==> config.mk <==
export PLATFORM = sky130hd
export DESIGN_NAME = irq_arbiter
export DESIGN_NICKNAME = d
export VERILOG_FILES = /design/src/rtl/irq_pkg.sv /design/src/rtl/irq_fifo.sv /design/src/rtl/irq_arbiter.sv
export SDC_FILE = /design/constraint.sdc
export NUM_CORES = 1
export LEC_CHECK = 0
export CAP_MARGIN = 30
export CORE_UTILIZATION = 55
export DETAILED_ROUTE_END_ITERATION = 16
export PLACE_DENSITY = 0.75
export SLEW_MARGIN = 0
export SYNTH_ARGS = -nofsm -noshare
export SYNTH_HDL_FRONTEND = slang
export SYNTH_SLANG_ARGS = --single-unit
==> constraint.sdc <==
create_clock -name sys_clk -period 3.55 [get_ports sys_clk]
set_input_delay 0.71 -clock sys_clk [delete_from_list [all_inputs] [get_ports sys_clk]]
set_output_delay 0.71 -clock sys_clk [all_outputs]
set_load 0.01 [all_outputs]
==> src/rtl/irq_pkg.sv <==
// ---------------------------------------------------------------------------
// irq_pkg
// Shared types and helpers for the interrupt arbiter slice.
//   arb_state_t : arbiter FSM states (IDLE, ASSERT, HOLDOFF)
//   irq_src_t   : interrupt source identifiers (SRC_KEY, SRC_ETH)
//   KEY_WORD_W  : width of a stored keyboard event {fire, dir}
//   makeKeyWord : expands a stored keyboard event into the 32-bit irq word
// ---------------------------------------------------------------------------
package irq_pkg;

  typedef enum logic [1:0] {
    IDLE,
    ASSERT,
    HOLDOFF
  } arb_state_t;

  typedef enum logic {
    SRC_KEY,
    SRC_ETH
  } irq_src_t;

  localparam int KEY_WORD_W = 3;

  // The processor sees the keyboard event as {29'b0, fire, dir}.
  function automatic logic [31:0] makeKeyWord(input logic fire, input logic [1:0] dir);
    return {29'b0, fire, dir};
  endfunction

endpackage

==> src/rtl/irq_fifo.sv <==
// ---------------------------------------------------------------------------
// irq_fifo
// Small synchronous FIFO with a first-word-fall-through head. A push that
// arrives while full is still accepted when a pop happens in the same cycle.
// Ports:
//   sys_clk  : clock
//   rst_n    : synchronous active-low reset, empties the FIFO
//   i_push   : push request, accepted when not full or when popping
//   i_data   : word to push
//   i_pop    : pop request, ignored when empty
//   o_head   : oldest entry (valid while o_empty is low)
//   o_full   : FIFO holds DEPTH entries
//   o_empty  : FIFO holds no entries
// Parameters: WIDTH (entry width), DEPTH (power of two, >= 2)
// ---------------------------------------------------------------------------
module irq_fifo #(
  parameter int WIDTH = 32,
  parameter int DEPTH = 4
) (
  input  logic             sys_clk,
  input  logic             rst_n,
  input  logic             i_push,
  input  logic [WIDTH-1:0] i_data,
  input  logic             i_pop,
  output logic [WIDTH-1:0] o_head,
  output logic             o_full,
  output logic             o_empty
);

  localparam int AW = $clog2(DEPTH);
  localparam logic [AW:0] COUNT_FULL = (AW + 1)'(DEPTH);

  logic [WIDTH-1:0] r_mem [DEPTH];
  logic [AW-1:0]    r_wrPtr;
  logic [AW-1:0]    r_rdPtr;
  logic [AW:0]      r_count;
  logic             w_doPush;
  logic             w_doPop;

  assign o_full   = (r_count == COUNT_FULL);
  assign o_empty  = (r_count == '0);
  assign o_head   = r_mem[r_rdPtr];
  assign w_doPop  = i_pop & ~o_empty;
  // A pop in the same cycle frees the slot the push needs.
  assign w_doPush = i_push & (~o_full | w_doPop);

  // Storage has no reset; occupancy is tracked by the count.
  always_ff @(posedge sys_clk) begin
    if (w_doPush) begin
      r_mem[r_wrPtr] <= i_data;
    end
  end

  // Pointers wrap naturally because DEPTH is a power of two.
  always_ff @(posedge sys_clk) begin
    if (!rst_n) begin
      r_wrPtr <= '0;
      r_rdPtr <= '0;
      r_count <= '0;
    end else begin
      if (w_doPush) begin
        r_wrPtr <= r_wrPtr + AW'(1);
      end
      if (w_doPop) begin
        r_rdPtr <= r_rdPtr + AW'(1);
      end
      case ({w_doPush, w_doPop})
        2'b10:   r_count <= r_count + (AW + 1)'(1);
        2'b01:   r_count <= r_count - (AW + 1)'(1);
        default: r_count <= r_count;
      endcase
    end
  end

endmodule

==> src/rtl/irq_arbiter.sv <==
// ---------------------------------------------------------------------------
// irq_arbiter
// Shares the processor's single interrupt interface between the PS/2
// keyboard and the Ethernet/SPART receivers. Each source queues events in
// its own FIFO; one event at a time is presented on its irq line with stable
// data until acknowledged (or abandoned after ACK_TIMEOUT cycles), followed
// by a GAP_CYCLES hold-off.
// Optional feature: define IRQ_ROUND_ROBIN_EN to alternate grants when both
// sources are pending; otherwise Ethernet always has priority.
// Ports:
//   sys_clk, rst_n           : clock, synchronous active-low reset
//   i_key_valid/fire/dir     : keyboard event pulse and payload
//   i_eth_valid/data         : Ethernet word pulse and payload
//   o_irq_key, o_irq_eth     : interrupt lines to the processor
//   o_irq_data               : data of the presented event (0 when idle)
//   i_irq_ack                : one-cycle processor acknowledge
//   o_ovf_key, o_ovf_eth     : sticky, an event was dropped on a full FIFO
//   o_timeout                : sticky, an event was abandoned without ack
//   i_clr_status             : clears the three sticky flags
// ---------------------------------------------------------------------------
module irq_arbiter
  import irq_pkg::*;
#(
  parameter int KEY_DEPTH   = 4,
  parameter int ETH_DEPTH   = 4,
  parameter int GAP_CYCLES  = 8,
  parameter int ACK_TIMEOUT = 1024
) (
  input  logic        sys_clk,
  input  logic        rst_n,
  input  logic        i_key_valid,
  input  logic        i_key_fire,
  input  logic [1:0]  i_key_dir,
  input  logic        i_eth_valid,
  input  logic [31:0] i_eth_data,
  output logic        o_irq_key,
  output logic        o_irq_eth,
  output logic [31:0] o_irq_data,
  input  logic        i_irq_ack,
  output logic        o_ovf_key,
  output logic        o_ovf_eth,
  output logic        o_timeout,
  input  logic        i_clr_status
);

  localparam int CNT_MAX = (ACK_TIMEOUT > GAP_CYCLES) ? ACK_TIMEOUT : GAP_CYCLES;
  localparam int CNT_W   = $clog2(CNT_MAX + 1);
  localparam logic [CNT_W-1:0] ACK_LAST = CNT_W'(ACK_TIMEOUT - 1);
  localparam logic [CNT_W-1:0] GAP_LAST = CNT_W'((GAP_CYCLES > 0) ? GAP_CYCLES - 1 : 0);

  arb_state_t             r_state;
  arb_state_t             w_nextState;
  logic [CNT_W-1:0]       r_cnt;
  logic                   r_irqKey;
  logic                   r_irqEth;
  logic [31:0]            r_irqData;
  logic                   r_ovfKey;
  logic                   r_ovfEth;
  logic                   r_timeout;

  logic [KEY_WORD_W-1:0]  w_keyHead;
  logic [31:0]            w_ethHead;
  logic                   w_keyFull;
  logic                   w_keyEmpty;
  logic                   w_ethFull;
  logic                   w_ethEmpty;
  logic                   w_anyReady;
  logic                   w_selEth;
  logic                   w_load;
  logic                   w_release;
  logic                   w_timeoutEvt;
  logic                   w_popKey;
  logic                   w_popEth;
  logic                   w_keyDrop;
  logic                   w_ethDrop;

  irq_fifo #(
    .WIDTH (KEY_WORD_W),
    .DEPTH (KEY_DEPTH)
  ) u_keyFifo (
    .sys_clk (sys_clk),
    .rst_n   (rst_n),
    .i_push  (i_key_valid),
    .i_data  ({i_key_fire, i_key_dir}),
    .i_pop   (w_popKey),
    .o_head  (w_keyHead),
    .o_full  (w_keyFull),
    .o_empty (w_keyEmpty)
  );

  irq_fifo #(
    .WIDTH (32),
    .DEPTH (ETH_DEPTH)
  ) u_ethFifo (
    .sys_clk (sys_clk),
    .rst_n   (rst_n),
    .i_push  (i_eth_valid),
    .i_data  (i_eth_data),
    .i_pop   (w_popEth),
    .o_head  (w_ethHead),
    .o_full  (w_ethFull),
    .o_empty (w_ethEmpty)
  );

  assign w_anyReady = ~w_keyEmpty | ~w_ethEmpty;

`ifdef IRQ_ROUND_ROBIN_EN
  irq_src_t r_lastGrant;

  // When both are pending, the source not granted last time wins.
  assign w_selEth = ~w_ethEmpty & (w_keyEmpty | (r_lastGrant == SRC_KEY));

  always_ff @(posedge sys_clk) begin
    if (!rst_n) begin
      r_lastGrant <= SRC_KEY;
    end else if (w_load) begin
      r_lastGrant <= w_selEth ? SRC_ETH : SRC_KEY;
    end
  end
`else
  // Fixed priority: Ethernet beats keyboard.
  assign w_selEth = ~w_ethEmpty;
`endif

  // State register.
  always_ff @(posedge sys_clk) begin
    if (!rst_n) begin
      r_state <= IDLE;
    end else begin
      r_state <= w_nextState;
    end
  end

  // Next-state logic; with no gap configured the hold-off state is skipped.
  always_comb begin
    w_nextState = r_state;
    case (r_state)
      IDLE: begin
        if (w_anyReady) begin
          w_nextState = ASSERT;
        end
      end
      ASSERT: begin
        if (i_irq_ack || (r_cnt == ACK_LAST)) begin
          w_nextState = (GAP_CYCLES == 0) ? IDLE : HOLDOFF;
        end
      end
      HOLDOFF: begin
        if (r_cnt == GAP_LAST) begin
          w_nextState = IDLE;
        end
      end
      default: w_nextState = IDLE;
    endcase
  end

  // Control outputs of the FSM. The registered irq lines identify which
  // FIFO owns the presented event, so they steer the pop.
  always_comb begin
    w_load       = 1'b0;
    w_release    = 1'b0;
    w_timeoutEvt = 1'b0;
    case (r_state)
      IDLE: begin
        w_load = w_anyReady;
      end
      ASSERT: begin
        w_release    = i_irq_ack | (r_cnt == ACK_LAST);
        w_timeoutEvt = ~i_irq_ack & (r_cnt == ACK_LAST);
      end
      default: begin
        w_load = 1'b0;
      end
    endcase
    w_popKey  = w_release & r_irqKey;
    w_popEth  = w_release & r_irqEth;
    w_keyDrop = i_key_valid & w_keyFull & ~w_popKey;
    w_ethDrop = i_eth_valid & w_ethFull & ~w_popEth;
  end

  // Per-state cycle counter: restarts on every state change and saturates.
  always_ff @(posedge sys_clk) begin
    if (!rst_n) begin
      r_cnt <= '0;
    end else if (w_nextState != r_state) begin
      r_cnt <= '0;
    end else if (r_cnt != '1) begin
      r_cnt <= r_cnt + CNT_W'(1);
    end
  end

  // Presented event: captured from the FIFO head on grant, held until release.
  always_ff @(posedge sys_clk) begin
    if (!rst_n) begin
      r_irqKey  <= 1'b0;
      r_irqEth  <= 1'b0;
      r_irqData <= '0;
    end else if (w_load) begin
      r_irqEth  <= w_selEth;
      r_irqKey  <= ~w_selEth;
      r_irqData <= w_selEth ? w_ethHead : makeKeyWord(w_keyHead[2], w_keyHead[1:0]);
    end else if (w_release) begin
      r_irqKey  <= 1'b0;
      r_irqEth  <= 1'b0;
      r_irqData <= '0;
    end
  end

  // Sticky status; a new event in the same cycle overrides the clear.
  always_ff @(posedge sys_clk) begin
    if (!rst_n) begin
      r_ovfKey  <= 1'b0;
      r_ovfEth  <= 1'b0;
      r_timeout <= 1'b0;
    end else begin
      r_ovfKey  <= w_keyDrop | (r_ovfKey & ~i_clr_status);
      r_ovfEth  <= w_ethDrop | (r_ovfEth & ~i_clr_status);
      r_timeout <= w_timeoutEvt | (r_timeout & ~i_clr_status);
    end
  end

  assign o_irq_key  = r_irqKey;
  assign o_irq_eth  = r_irqEth;
  assign o_irq_data = r_irqData;
  assign o_ovf_key  = r_ovfKey;
  assign o_ovf_eth  = r_ovfEth;
  assign o_timeout  = r_timeout;

endmodule

# Yosys cells after proc, flatten, opt, wreduce, memory -nomap -nowiden
# Memory sizes are Yosys's and may differ from the RTL's. A register that Yosys moved wholly into a read port is not among the register bits.
# Index checks and enable logic that the tools add are counted.
[word_totals]
ramBits = 140
regBits = 64
mem_count = 2
elab_cells = 98
output_inout_bits = 37
[mem_list]
columns = ["name", "words", "width", "read_ports", "rd_ports_with_merged_regs", "write_ports", "line", "source"]
rows = [
  ["u_ethFifo.r_mem", 4, 32, 1, 1, 1, "irq_fifo.sv:33", "logic [WIDTH-1:0] r_mem [DEPTH];"],
  ["u_keyFifo.r_mem", 4, 3, 1, 1, 1, "irq_fifo.sv:33", ""],
]
[op_classes]
bitwise = 30
n_mux = 23
n_reduce_logical = 8
n_addsub = 9
eq_ne = 12
[ops]
columns = ["op", "n"]
rows = [
  ["$mux W32", 3],
  ["$and A1 B1 Y1", 14],
  ["$mux W2", 7],
  ["$pmux W3 S2", 2],
  ["$add A11 B1 Y11 const B", 1],
  ["$eq A11 B10 Y1 const B", 1],
  ["$eq A11 B3 Y1 const B", 1],
  ["$ne A11 B11 Y1 const B", 1],
  ["$mux W1", 10],
  ["$not A1 Y1", 9],
  ["$add A2 B1 Y2 const B", 4],
  ["$or A1 B1 Y1", 7],
  ["$add A3 B1 Y3 const B", 2],
  ["$eq A2 B1 Y1 const B", 3],
  ["$eq A2 B2 Y1 const B", 3],
  ["$eq A3 B3 Y1 const B", 2],
  ["$logic_not A3 Y1", 2],
  ["$pmux W2 S3", 1],
  ["$reduce_bool A2 Y1", 3],
  ["$sub A3 B1 Y3 const B", 2],
  ["$logic_not A2 Y1", 1],
  ["$ne A2 B2 Y1", 1],
  ["$reduce_or A2 Y1", 1],
  ["$logic_or A1 B1 Y1", 1],
]

# Logic depth before layout (Yosys ltp)
# Gate-level depths: netlist of run 1.
[logic_depth]
word_depth = 9
ltp_mapped = 11

# By module
# A second synthesis of run 1 with hierarchy kept.
[hier_totals]
hier_cells = 478
hier_area_um2 = 7997.7
[modules_own_cells]
columns = ["module", "cells_per_inst", "area_each_um2", "instances"]
rows = [
  ["irq_fifo (u_ethFifo)", 221, 5107.4, 1],
  ["irq_arbiter", 188, 1966.9, 1],
  ["irq_fifo (u_keyFifo)", 69, 923.4, 1],
]

# Worst setup path after synthesis of run 1
# Ideal clock, no wire load.
[synth_timing]
path_kind = "reg2reg"
startpoint = "register r_cnt[0]"
endpoint = "register u_ethFifo.r_count[2]"
setup_ns = 0.076
path_stages_with_launch = 12
n_path_buf = 1
path_slack_ns = 0.753
arrival_time_ns = 2.721
cell_sequence = "dfxtp_1 > ha_1 > nand3_1 > o41a_1 > buf_6 > nor3_4 > ha_1 > inv_1 > fa_1 > xor2_1 > or3_1 > a21boi_0"
[synth_via]
elab_chain_len = 9
word_cells_on_any_way = 11
cone_classes = "eq/ne (3); mux (2); bitwise (5); reduce/logical (1)"
[synth_lines]
columns = ["element", "line", "source"]
rows = [
  ["from (decl)", "irq_arbiter.sv:53", "logic [CNT_W-1:0] r_cnt;"],
  ["from (signal assigned)", "irq_arbiter.sv:188", "r_cnt <= r_cnt + CNT_W'(1);"],
  ["$eq A11 B10 Y1 *", "irq_arbiter.sv:168", "w_release = i_irq_ack | (r_cnt == ACK_LAST);"],
  ["$or A1 B1 Y1 *", "irq_arbiter.sv:168", ""],
  ["$mux W1 *", "irq_arbiter.sv:163", "case (r_state)"],
  ["$and A1 B1 Y1 *", "irq_arbiter.sv:176", "w_popEth = w_release & r_irqEth;"],
  ["$and A1 B1 Y1 *", "irq_fifo.sv:43", "assign w_doPop = i_pop & ~o_empty;"],
  ["net u_ethFifo.w_doPop", "irq_fifo.sv:38", "logic w_doPop;"],
  ["$or A1 B1 Y1", "irq_fifo.sv:45", "assign w_doPush = i_push & (~o_full | w_doPop);"],
  ["$and A1 B1 Y1", "irq_fifo.sv:45", ""],
  ["$eq A2 B1 Y1 / $eq A2 B2 Y1 (equally long branches)", "irq_fifo.sv:67", "case ({w_doPush, w_doPop})"],
  ["$pmux W3 S2 / $reduce_bool A2 Y1 (equally long branches)", "-", ""],
  ["to (signal assigned)", "irq_fifo.sv:68", "2'b10: r_count <= r_count + (AW + 1)'(1);"],
  ["to (signal assigned)", "irq_fifo.sv:69", "2'b01: r_count <= r_count - (AW + 1)'(1);"],
  ["to (signal assigned)", "irq_fifo.sv:70", "default: r_count <= r_count;"],
  ["to (decl)", "irq_fifo.sv:36", "logic [AW:0] r_count;"],
]
# Mark *: on every way through the listed nets, which the timed path passes. The rest lies on a longest branch.
# A chain may end at the register's enable or synchronous reset.

# Final worst setup path of run 1
# Same ends and word-level chain as after synthesis.

==> flow_metrics.py, run 1 <==
metrics = {
    "cts": {
        "clock_sinks": 208,
        "clock_path_buffers": 3,
        "cts_buffers": 22,
        "cts-root-buf": "clkbuf_16",
        "hold_buffers": 0,
        "clock_latency_ns": 0.51,
        "cts_tree": "built",
        "h-tree-depth": 1,
        "clk_pin_slew_worst_paths_ns": 0.06,
        "post_cts_buffers": 0,
        "post_cts_resize_count": 0,
    },
    "synth": {
        "synthArstFlopShare_pct": 0,
        "synth_seq_cells": 208,
        "synth_edf_count": 140,
        "synth_cells": 477,
        "synth_area_leaders": "edfxtp_1 (53%), dfxtp_1 (17%), mux4_2 (9.9%)",
        "ys_seq_area_share_pct": 69.6,
        "yosysTopAreaCellShare_pct": 52.6,
        "yosysTopAreaCell": "edfxtp_1",
        "syn-num-nets": 531,
        "synth_cell_types": 49,
        "synth_warnings": 0,
        "syn_avg_cell_area_um2": 16.8,
        "synth_ff_type": "edfxtp_1",
        "syn_area_um2": 7990,
    },
    "run": {
        "max_cap_viol_count": 0,
    },
    "pwr": {
        "p_comb_share_pct": 11.0,
        "pwr-share-seq_pct": 51.3,
        "p_leak_nw": 3.24,
        "p_per_area_nw_per_um2": 572,
        "clkPwrFrac_pct": 37.7,
        "vdd_drop_max_uv": 416,
        "p_int_mw": 4.23,
        "p_sw_mw": 1.30,
        "p_sw_share_pct": 23.4,
    },
    "floorplan": {
        "initial_core_util_pct": 56.9,
        "dieArea_um2": 15000,
        "die_y_um": 123,
        "rows": 43,
        "ioPinCount": 78,
        "core_area_um2": 14000,
        "die_x_um": 123,
    },
    "worst_hold_path": {
        "whs_endpoint": "o_ovf_key",
        "min_path_type": "reg -> reg",
        "hold_path_depth": 2,
        "min_from": "o_ovf_key",
    },
    "timing": {
        "finalMaxSlewViolations": 0,
        "worst_slew_pin_slew_ns": 0.955,
        "slew_headroom_pct": 35.8,
        "tns_ns": 0,
        "fin_skew_ns": 0.0202,
        "holdWs_ns": 0.472,
        "min_period_over_period_pct": 84.7,
        "clock.fmax_ghz": 0.333,
        "rsz0062_at_grt": "no",
        "min_period_ns": 3.01,
        "hold_viol": 0,
        "setup_viol": 0,
    },
    "global_route": {
        "grt_pass1_wl_um": 24100,
        "grt_pass1_vias": 4694,
        "grt_max_degree": 34,
        "groute.usage.overall_pct": 21.5,
        "grt_antenna_before_repair": 0,
        "overflow": 0,
    },
    "final_layout": {
        "drive_above_1_share_pct": 15.6,
        "final_common_cell": "edfxtp_1",
        "final_cell_mix": "edfxtp_1 (140), clkdlybuf4s50_1 (77), dfxtp_1 (66)",
        "n_antenna_cell": 0,
        "nNetsFinal": 623,
        "area_delta_synth_final_pct": 20.9,
    },
    "detailed_routing": {
        "avgViaCountPerCell": 5.81,
        "wl_per_cell_um": 20.1,
        "drt_wl_total_um": 15300,
        "routed-via-count": 4442,
        "firstDrtPassIters": 4,
        "drt_iter0_drc": 234,
        "drc": 0,
        "ant_nets": 0,
    },
    "setup_path": {
        "crit_path_start": "r_cnt[0]",
        "crit_type": "reg -> reg",
        "reg2reg_setup_slack_ns": 0.54,
        "cp_data_required_time_ns": 3.97,
        "rr_startpoint": "r_cnt[0]",
        "rr_worst_depth": 10,
        "worstPathArrival_ns": 3.43,
        "critPathMaxFanout": 5,
        "reg2reg_to": "u_ethFifo.r_count[2]",
        "critPathCaptureType": "flip-flop",
        "cp-start-kind": "flip-flop",
    },
    "placed_design": {
        "dp_hpwl_um": 9770,
        "gp_congestion": 0.820,
        "portBuffers": 77,
    },
    "run_status": {
        "status": "complete, no violations",
    },
}
-- power by group through the flow --
stage / Combinational, mW / Sequential (mW) / Clock [mW]
3_3_place_gp: 0.586 / 2.87 / 0
3_5_place_dp: 0.607 / 2.88 / 0
6_report: 0.606 / 2.83 / 2.08
4_1_cts: 0.610 / 2.83 / 2.11
5_1_grt: 0.656 / 2.85 / 2.21
2_1_floorplan: 0.313 / 2.89 / 0
-- state kept, by name, indices dropped and copies added, names as in the netlist, named ones only --
name               flops
o_irq_key              1
o_ovf_eth              1
o_timeout              1
u_keyFifo.r_wrPtr      2
u_keyFifo.r_count      3
u_ethFifo.r_rdPtr      2
u_ethFifo.r_wrPtr      2
u_ethFifo.r_mem      128
r_cnt                 11
u_keyFifo.r_rdPtr      2
o_ovf_key              1
u_ethFifo.r_count      3
o_irq_data            32
r_state                2
o_irq_eth              1
u_keyFifo.r_mem       12
-- per-stage QoR --
stage | power [mW] | setup slack (ns) | util (%) | cells | cell area [um^2]
floorplan | 3.20 | 0.753 | - | 477 | 7990
global placement | 3.46 | 0.391 | 64.2 | 725 | 9010
detailed placement | 3.49 | 0.337 | 64.2 | 725 | 9010
CTS | 5.56 | 0.547 | 68.8 | 764 | 9670
global route | 5.71 | 0.269 | 68.8 | 764 | 9670
finish | 5.52 | 0.544 | 68.8 | 764 | 9670
-- critical path: stages (launching register included) --
cell and delay (ns):
dfxtp_1 0.36, ha_1 0.25, nand3_1 0.18, o41a_1 0.55, nor3_4 0.30, ha_1 0.23
inv_1 0.06, fa_1 0.37, xor2_1 0.16, or3_1 0.31, a21boi_0 0.16
-- cells in the mapped netlist (7+ instances only) --
cell type and instances:
dfxtp_1 68, ha_1 11, or3_1 7, inv_1 14
clkbuf_1 13, nand2_1 27, nor2_1 7, a22o_1 29
mux4_2 35, a211oi_1 7, mux2i_1 10, nand3_1 10
o21ai_0 7, and2_1 14, edfxtp_1 140
-- final cells by class --
class / count / area [um^2]
clock inverters: 8 / 50.0
flip-flops and latches: 208 / 5570
repair buffers: 91 / 901
well taps: 180 / 225
clock buffers: 31 / 604
fillers: 908 / 4380
inverters: 14 / 52.6
multi-input cells: 232 / 2260
-- per-layer routing --
metal,wire (um),part of all wire (%),global-route usage (%),vias to the layer above
li1,-,-,-,2067
met1,6460,42,27.4,2239
met2,7690,50,36.6,109
met3,879,5.7,5.25,27
met4,301,2.0,5.95,0
met5,0,0,0,-
-- cells by family (layout without fill, tap and decap cells) --
kind of cell             after synthesis  after routing  synth area share (%)
flip-flops                           208            208                  69.6
AND/OR/NAND/NOR                       94             94                  6.70
AO/OA/AOI/OAI                         73             73                  7.37
multiplexers                          45             45                  11.1
buffers and inverters                 37            144                  2.21
adder cells (fa/ha/maj)               13             13                  2.22
XOR/XNOR                               7              7                 0.767
-- how the worst max path moves through the flow --
stage	endpoint	slack [ns]	cells after the start
after global placement	u_ethFifo.r_count[2]	0.39	10
after detailed placement	u_keyFifo.r_count[2]	0.34	10
after floorplan	u_ethFifo.r_count[2]	0.75	11
final	u_ethFifo.r_count[2]	0.54	10
after CTS	u_ethFifo.r_count[2]	0.55	10
after global routing	u_ethFifo.r_count[2]	0.27	10
Power figures use the tool's default switching activity.
==> inputs of run 2 (changes only) <==
--- a/config.mk
+++ b/config.mk
@@ -6,9 +6,9 @@
 export NUM_CORES = 1
 export LEC_CHECK = 0
 export CAP_MARGIN = 30
-export CORE_UTILIZATION = 55
+export CORE_UTILIZATION = 51
 export DETAILED_ROUTE_END_ITERATION = 16
-export PLACE_DENSITY = 0.75
+export PLACE_DENSITY = 0.73
 export SLEW_MARGIN = 0
 export SYNTH_ARGS = -nofsm -noshare
 export SYNTH_HDL_FRONTEND = slang
==> constraint.sdc (replaced) <==
create_clock -name sys_clk -period 2.5 [get_ports sys_clk]
set_input_delay 0.5 -clock sys_clk [delete_from_list [all_inputs] [get_ports sys_clk]]
set_output_delay 0.5 -clock sys_clk [all_outputs]
set_load 0.01 [all_outputs]
==> flow_metrics.py, run 2 (synthesis gave the netlist of run 1 again) <==
metrics = {
    "run_status": {
        "status": "complete, no violations",
    },
    "setup_path": {
        "critPathCaptureType": "flip-flop",
        "reg2reg_setup_slack_ns": 0.02,
        "cp-start-kind": "flip-flop",
        "crit_path_start": "r_cnt[0]",
        "worstPathArrival_ns": 2.92,
        "crit_type": "reg -> reg",
        "cp_data_required_time_ns": 2.94,
        "critPathMaxFanout": 2,
        "rr_startpoint": "r_cnt[0]",
    },
    "run": {
        "max_cap_viol_count": 0,
    },
    "floorplan": {
        "die_y_um": 127,
        "initial_core_util_pct": 52.4,
        "die_x_um": 127,
        "rows": 45,
        "dieArea_um2": 16200,
        "core_area_um2": 15300,
        "ioPinCount": 78,
    },
    "cts": {
        "cts-root-buf": "clkbuf_16",
        "cts_tree": "built",
        "hold_buffers": 0,
        "cts_buffers": 22,
        "h-tree-depth": 1,
        "clk_pin_slew_worst_paths_ns": 0.06,
        "clock_sinks": 208,
        "clock_path_buffers": 3,
        "clock_latency_ns": 0.52,
    },
    "placed_design": {
        "dp_hpwl_um": 10000,
        "portBuffers": 77,
        "placed_cells": 788,
        "place_area_um2": 9390,
        "gp_congestion": 0.820,
    },
    "detailed_routing": {
        "routed-via-count": 4608,
        "drc": 0,
        "wl_per_cell_um": 18.7,
        "ant_nets": 0,
        "drt_wl_total_um": 15600,
        "drt_iter0_drc": 202,
        "avgViaCountPerCell": 5.55,
        "firstDrtPassIters": 5,
    },
    "timing": {
        "min_period_ns": 2.48,
        "slew_headroom_pct": 65.4,
        "worst_slew_pin_slew_ns": 0.519,
        "rsz0062_at_grt": "yes",
        "hold_viol": 0,
        "finalMaxSlewViolations": 0,
        "clock.fmax_ghz": 0.403,
        "tns_ns": 0,
        "min_period_over_period_pct": 99.2,
        "fin_skew_ns": 0.0187,
        "setup_viol": 0,
    },
    "pwr": {
        "p_per_area_nw_per_um2": 808,
        "p_leak_nw": 3.48,
        "pwr-share-seq_pct": 48.9,
        "p_comb_share_pct": 11.3,
        "p_sw_share_pct": 22.8,
        "clkPwrFrac_pct": 39.7,
        "p_sw_mw": 1.87,
        "vdd_drop_max_uv": 583,
        "p_int_mw": 6.34,
        "total_power_mw": 8.21,
    },
    "final_layout": {
        "area_delta_synth_final_pct": 27.2,
        "final_cell_mix": "edfxtp_1 (140), clkdlybuf4s50_1 (77), dfxtp_1 (60)",
        "nNetsFinal": 657,
        "n_fill_cell": 1032,
        "largest_register_ff_count": 128,
        "n_antenna_cell": 0,
        "final_common_cell": "edfxtp_1",
        "drive_above_1_share_pct": 23.3,
        "stdcell_count": 830,
        "regMostFlops": "u_ethFifo.r_mem",
        "stdcell_area_um2": 10200,
    },
    "global_route": {
        "overflow": 0,
        "grt_antenna_before_repair": 0,
        "grt_max_degree": 34,
        "grt_pass1_wl_um": 25400,
        "grt_pass1_vias": 4885,
        "groute.usage.overall_pct": 20.4,
    },
    "worst_hold_path": {
        "min_path_type": "reg -> reg",
        "min_from": "o_ovf_key",
    },
}
==> run 2: layer usage <==
metal,track usage [%],vias up,part of all wire [%],routed length [um]
met2,34.8,109,50,7800
met3,5.03,26,5.5,853
met5,0,-,0,0
met1,26.0,2335,42,6540
met4,6.37,0,2.3,362
li1,-,2138,-,-
==> run 2: final timing paths <==
kind	endpoint	depth (start not counted)
max reg2reg	u_ethFifo.r_count[2]	11
max	u_ethFifo.r_count[2]	11
min reg2reg	o_ovf_key	2
min	o_ovf_key	2
==> run 2: power by group through the flow <==
stage               registers, mW  logic (mW)  clock network, mW
floorplan                    4.10       0.450                  0
finish                       4.02       0.932               3.26
global placement             4.08       0.909                  0
CTS                          4.02       0.943               3.32
detailed placement           4.09       0.932                  0
global route                 4.04        1.02               3.46
==> run 2: worst max-delay path, stage by stage (launching register included) <==
cell      delay (ns)
dfxtp_2         0.35
ha_4            0.15
nand3_4         0.08
o41a_1          0.39
buf_6           0.16
nor3_4          0.12
ha_2            0.22
inv_2           0.04
fa_2            0.32
xor2_1          0.15
or3_1           0.31
a21boi_1        0.12
==> run 2: through the flow <==
step	hold slack, ns	utilization (%)	setup slack, ns
global placement	0.458	61.5	-0.333
CTS	0.474	66.6	-0.0314
finish	0.469	66.6	0.0206
floorplan	0.445	-	-0.105
global route	0.503	66.6	-0.0581
detailed placement	0.464	61.5	-0.410
==> run 2: cell type report <==
class                           instances  area [um^2]  area share [%]
Clock buffer                           30          622            6.12
Multi-Input combinational cell        232         2300            22.6
Clock inverter                         10          125            1.23
Tap cell                              211          264            2.60
Sequential cell                       208         5580            54.9
Inverter                               14         52.6           0.517
Timing Repair Buffer                  125         1220            12.0
==> run 2: what timing repair did <==
item	in CTS	in global routing
pin swaps	5	2
setup buffers	2	0
setup endpoints to repair	4	2
gates resized for setup	3	3
==> inputs of run 3 (changes only) <==
--- a/config.mk
+++ b/config.mk
@@ -8,7 +8,7 @@
 export CAP_MARGIN = 30
 export CORE_UTILIZATION = 51
 export DETAILED_ROUTE_END_ITERATION = 16
-export PLACE_DENSITY = 0.73
+export PLACE_DENSITY = 0.81
 export SLEW_MARGIN = 0
 export SYNTH_ARGS = -nofsm -noshare
 export SYNTH_HDL_FRONTEND = slang
==> flow_metrics.py, run 3 (synthesis gave the netlist of run 1 again) <==
metrics = {
    "setup_path": {
        "critPathMaxFanout": 3,
        "crit_type": "reg -> reg",
        "critPathCaptureType": "flip-flop",
        "cp_data_required_time_ns": 2.93,
        "cp-start-kind": "flip-flop",
        "worstPathArrival_ns": 2.89,
        "reg2reg_setup_slack_ns": 0.04,
    },
    "cts": {
        "cts_tree": "built",
        "cts_buffers": 22,
        "clk_pin_slew_worst_paths_ns": 0.06,
        "hold_buffers": 0,
        "cts-root-buf": "clkbuf_16",
        "h-tree-depth": 1,
        "clock_sinks": 208,
        "clock_path_buffers": 3,
        "clock_latency_ns": 0.52,
    },
    "final_layout": {
        "final_cell_mix": "edfxtp_1 (140), clkdlybuf4s50_1 (77), dfxtp_1 (61)",
        "stdcell_area_um2": 10100,
        "n_antenna_cell": 0,
        "final_common_cell": "edfxtp_1",
        "regMostFlops": "u_ethFifo.r_mem",
        "nNetsFinal": 650,
        "largest_register_ff_count": 128,
        "drive_above_1_share_pct": 22.2,
        "finish.utilization_pct": 65.9,
        "area_delta_synth_final_pct": 25.8,
        "stdcell_count": 823,
    },
    "global_route": {
        "overflow": 0,
        "groute.usage.overall_pct": 21.0,
        "grt_pass1_wl_um": 25900,
        "grt_max_degree": 34,
        "grt_pass1_vias": 4953,
        "grt_antenna_before_repair": 0,
    },
    "floorplan": {
        "initial_core_util_pct": 52.4,
        "rows": 45,
        "core_area_um2": 15300,
        "die_x_um": 127,
        "dieArea_um2": 16200,
        "die_y_um": 127,
        "ioPinCount": 78,
    },
    "placed_design": {
        "gp_congestion": 0.826,
        "place_area_um2": 9310,
        "portBuffers": 77,
        "dp_hpwl_um": 9870,
        "placed_cells": 781,
        "preCtsSetupSlack_ns": -0.402,
    },
    "timing": {
        "rsz0062_at_grt": "yes",
        "hold_viol": 0,
        "min_period_ns": 2.46,
        "finalMaxSlewViolations": 0,
        "setup_viol": 0,
        "holdWs_ns": 0.485,
        "slew_headroom_pct": 39.5,
        "clock.fmax_ghz": 0.407,
        "fin_skew_ns": 0.0219,
        "min_period_over_period_pct": 98.4,
        "worst_slew_pin_slew_ns": 0.904,
        "fin_ws_ns": 0.0400,
        "tns_ns": 0,
    },
    "detailed_routing": {
        "drt_wl_total_um": 15900,
        "drt_iter0_drc": 292,
        "drc": 0,
        "wl_per_cell_um": 19.3,
        "firstDrtPassIters": 4,
        "avgViaCountPerCell": 5.61,
        "ant_nets": 0,
        "routed-via-count": 4617,
    },
    "pwr": {
        "p_per_area_nw_per_um2": 809,
        "p_leak_nw": 3.42,
        "vdd_drop_max_uv": 763,
        "clkPwrFrac_pct": 39.2,
        "p_sw_share_pct": 23.5,
        "total_power_mw": 8.13,
        "p_sw_mw": 1.91,
        "pwr-share-seq_pct": 49.5,
        "p_int_mw": 6.23,
        "p_comb_share_pct": 11.2,
    },
    "worst_hold_path": {
        "min_path_type": "reg -> reg",
    },
    "run": {
        "max_cap_viol_count": 0,
    },
    "run_status": {
        "status": "complete, no violations",
    },
}
[run 3: changes by cell type in the layout (fill, tap and decap cells not counted), sizes merged]
cell      previous run  this run
buf                 48        41
clkbuf              30        25
clkinv               7        10
clkinvlp             1         3
[run 3: layout make-up]
| class | instances | area, um^2 |
|---|---|---|
| flip-flops and latches | 208 | 5580 |
| fillers | 1034 | 5200 |
| multi-input cells | 232 | 2290 |
| repair buffers | 118 | 1140 |
| clock buffers | 25 | 572 |
| well taps | 211 | 264 |
| clock inverters | 15 | 154 |
| inverters | 14 | 52.6 |
[run 3: worst paths after layout]
| check | from | to | cells after the start |
|---|---|---|---|
| max | r_cnt[1] | u_ethFifo.r_count[2] | 10 |
| max reg2reg | r_cnt[1] | u_ethFifo.r_count[2] | 10 |
| min reg2reg | o_irq_data[5] | o_irq_data[5] | 1 |
| min | o_irq_data[5] | o_irq_data[5] | 1 |
[run 3: power by group through the flow]
stage	registers (mW)	clock network [mW]	logic, mW
global route	4.05	3.39	0.988
finish	4.03	3.19	0.914
CTS	4.03	3.24	0.919
global placement	4.08	0	0.874
floorplan	4.10	0	0.450
detailed placement	4.09	0	0.907
[run 3: metal layers]
metal  up-vias  track usage [%]  share of wire [%]
met3        29             5.32                5.6
met1      2349             25.6                 41
li1       2116                -                  -
met5         -                0                  0
met4         0             6.02                2.0
met2       123             37.1                 51
[run 3: critical path: stages, from the launching register on]
cell and delay [ns]:
dfxtp_2 0.36, ha_4 0.16, nand3_4 0.08, o41a_1 0.43, nor3_4 0.17, ha_2 0.21
inv_2 0.04, fa_2 0.33, xor2_1 0.15, or3_1 0.31, a21boi_1 0.15
[run 3: what timing repair did]
item / CTS / global route
pin swaps: 2 / 3
resized for setup: 2 / 2
setup endpoints to repair: 1 / 8
setup buffers: 1 / 1
==> variant: new RTL, settings of run 2 <==
The parameter `ACK_TIMEOUT` goes from 1024 to 256.
--- a/src/rtl/irq_arbiter.sv
+++ b/src/rtl/irq_arbiter.sv
@@ -24,7 +24,7 @@
   parameter int KEY_DEPTH   = 4,
   parameter int ETH_DEPTH   = 4,
   parameter int GAP_CYCLES  = 8,
-  parameter int ACK_TIMEOUT = 1024
+  parameter int ACK_TIMEOUT = 256
 ) (
   input  logic        sys_clk,
   input  logic        rst_n,
Function: same outputs for any inputs over 10 cycles, from zero or initial values and one cycle with rst_n low; that may be too few to reach the edited logic, so the function may still have changed.
==> variant against run 2 <==
- sequential cell count shrank 2
- largest power group unchanged
- cell area shrank 2.1%
- synthesized area shrank 2.7%
- total power shrank 3.5%
- the run now ends with design-rule violations, negative setup slack left
- setup slack lost 0.026 ns
- highest routed layer unchanged
- critical endpoint unchanged
- routed wire length shrank 2.1%
- maximum frequency shrank 1.0%
==> variant: results (changes against run 2) <==
[run_status] result of the run finished, violations left
[run_status] violated checks design-rule violations, negative setup slack
[synthesis] post-synth top area share 54.05% [+1.5 points]
[finish] fraction of final layout cells with drive strength greater than 1 22.00% [-1.3 points]
[timing] Max transition margin 52.01% [-13 points]
[timing] Worst Setup Slack, final -0.005017 ns [-0.02563 ns]
[placed_design] HPWL Detailed 9793 µm [-2.4%]
[critical_path] worst-path fanout max 4 [+2]
[clocking] CTS Buffer Depth 3 [unchanged]
[drt] DR DRC count 3 [+3]
[synthesis] area share of fa/ha/maj cells after synthesis 2.606% [+0.38 points]
[power] Logic pwr share 11.0% [-0.3 points]
[synthesis] Yosys Warn Count 0 [unchanged]
[finish] Post-layout nets 650 [-1.1%]
[placed_design] Final Wtd Congestion 0.8464 [+3.2%]
[timing] final setup vio count 1 [+1]
[finish] number of fill cells in the layout 969 [-6.1%]
[synthesis] count of distinct cell types in the synthesized netlist 38 [-22%]
[synthesis] fraction of synthesized cell area in xor and xnor cells 1.464% [+0.70 points]
[finish] count of inserted antenna diode cells 0 [unchanged]
[clocking] clock latency of the later-clocked register in the worst-skew pair 0.50 ns [-0.02 ns]
[power] Clk. pwr 3.11 mW [-5%]
[grt] pin count of the biggest net entering global routing 30 [-12%]
[synthesis] Synth Area in Compound Gates 6.274% [-1.1 points]
[synthesis] predominant post-synthesis flop cell sky130_fd_sc_hd__edfxtp_1
[grt] number of global-route vias before repair 4717 [-3.4%]
[synthesis] Net Count, Synth 526 [-0.94%]
[grt] GR Overflow Total 0 [unchanged]
[clocking] clock root cell sky130_fd_sc_hd__clkbuf_16
[drt] number of detailed-route iterations in the first pass 11 [+6]
[drt] detailed router's first-iteration violation count 373 [+85%]
[synthesis] number of flops mapped to enable cells by yosys 140 [unchanged]
[timing] setup clock skew after layout 0.01905 ns [+0.0003324 ns]
[synthesis] largest cells by area after synthesis sky130_fd_sc_hd__edfxtp_1 (54%), sky130_fd_sc_hd__dfxtp_1 (17%), sky130_fd_sc_hd__mux4_2 (10%)
[drt] vias after detailed routing 4460 [-3.2%]
[finish] register with the most flip-flops u_ethFifo.r_mem
[clocking] TritonCTS buffer count 21 [-4.5%]
[placed_design] Port Buffer Count 77 [unchanged]
[power] Lkg Pwr 3.426 nW [-1.5%]
[grt] first-pass GRT wire length 24490 µm [-3.5%]
[synthesis] Commonest cells post-synth sky130_fd_sc_hd__edfxtp_1 (140), sky130_fd_sc_hd__dfxtp_1 (66), sky130_fd_sc_hd__nor2_1 (38)
[grt] global routing usage summed across all routing layers 20.17% [-0.27 points]
[power] maximum vdd ir drop 734.7 µV [+26%]
[synthesis] sequential element share of the synthesized area 71.04% [+1.4 points]
[synthesis] multiplexer area fraction after synthesis 10.26% [-0.85 points]
[drt] WL/cell 19.22 µm [+2.5%]
[clocking] cells resized by post-CTS repair 3 [unchanged]
[power] switching power as a share of total power 22.17% [-0.65 points]
variant: cell types whose count changed in the layout (fill, tap and decap cells not counted), sizes merged, moves of 4 or more:
cell,before,now
a211oi,7,0
a21oi,2,18
and2,14,0
and3,2,9
buf,48,43
inv,14,22
mux2i,10,1
nand2,27,4
nand4,1,6
nor2,7,38
nor4,5,1
o2bb2ai,4,0
o31ai,6,0
xor2,2,7
variant: metrics by stage:
stage,area [µm²],power (mW),TNS (ns),setup WS (ns),instances
6_report,9956,7.928,-0.005017,-0.005017,793
5_1_grt,9956,8.211,-0.3623,-0.1327,793
4_1_cts,9913,7.986,0,0.003684,791
3_5_place_dp,9190,4.884,-0.7806,-0.2816,751
3_3_place_gp,9190,4.849,-0.4759,-0.1889,751
2_1_floorplan,7830,4.438,-7.155,-0.05590,470
variant: critical path: stages (launching register included):
cell and delay (ns):
sky130_fd_sc_hd__dfxtp_4 0.36, sky130_fd_sc_hd__ha_4 0.15, sky130_fd_sc_hd__nand3_4 0.08, sky130_fd_sc_hd__nor2_4 0.15
sky130_fd_sc_hd__ha_4 0.18, sky130_fd_sc_hd__or2_4 0.14, sky130_fd_sc_hd__nand4_1 0.14, sky130_fd_sc_hd__inv_1 0.11
sky130_fd_sc_hd__ha_2 0.19, sky130_fd_sc_hd__inv_2 0.04, sky130_fd_sc_hd__fa_2 0.33, sky130_fd_sc_hd__xor2_1 0.16
sky130_fd_sc_hd__or3_1 0.31, sky130_fd_sc_hd__a21oi_1 0.12
variant: path summary, 6_finish.rpt:
| check | startpoint | cells after the start | slack [ns] | end |
|---|---|---|---|---|
| worst max-delay path | r_cnt[1]$_SDFFE_PP0P_ | 13 | -0.005 | u_ethFifo.r_count[2]$_SDFFE_PN0P_ |
| worst min-delay path | o_irq_data[19]$_SDFFE_PN0P_ | 1 | 0.48 | o_irq_data[19]$_SDFFE_PN0P_ |
| worst max register to register | r_cnt[1]$_SDFFE_PP0P_ | 13 | -0.005 | u_ethFifo.r_count[2]$_SDFFE_PN0P_ |
| worst min register to register | o_irq_data[19]$_SDFFE_PN0P_ | 1 | 0.48 | o_irq_data[19]$_SDFFE_PN0P_ |
variant: final cells by class:
type	instances	area, µm²	share of cell area [%]
sequential	206	5534	55.59
multi-input combinational	223	2162	21.72
timing repair buffer	120	1256	12.62
clock buffer	27	558.0	5.605
tap	184	230.2	2.312
clock inverter	11	132.6	1.332
inverter	22	82.58	0.8295
variant: routing by layer:
| metal | track usage (%) | wire length [µm] |
|---|---|---|
| met5 | 0 | 0 |
| met4 | 5.022 | 240 |
| met3 | 3.851 | 751 |
| met2 | 34.48 | 7608 |
| met1 | 26.67 | 6639 |
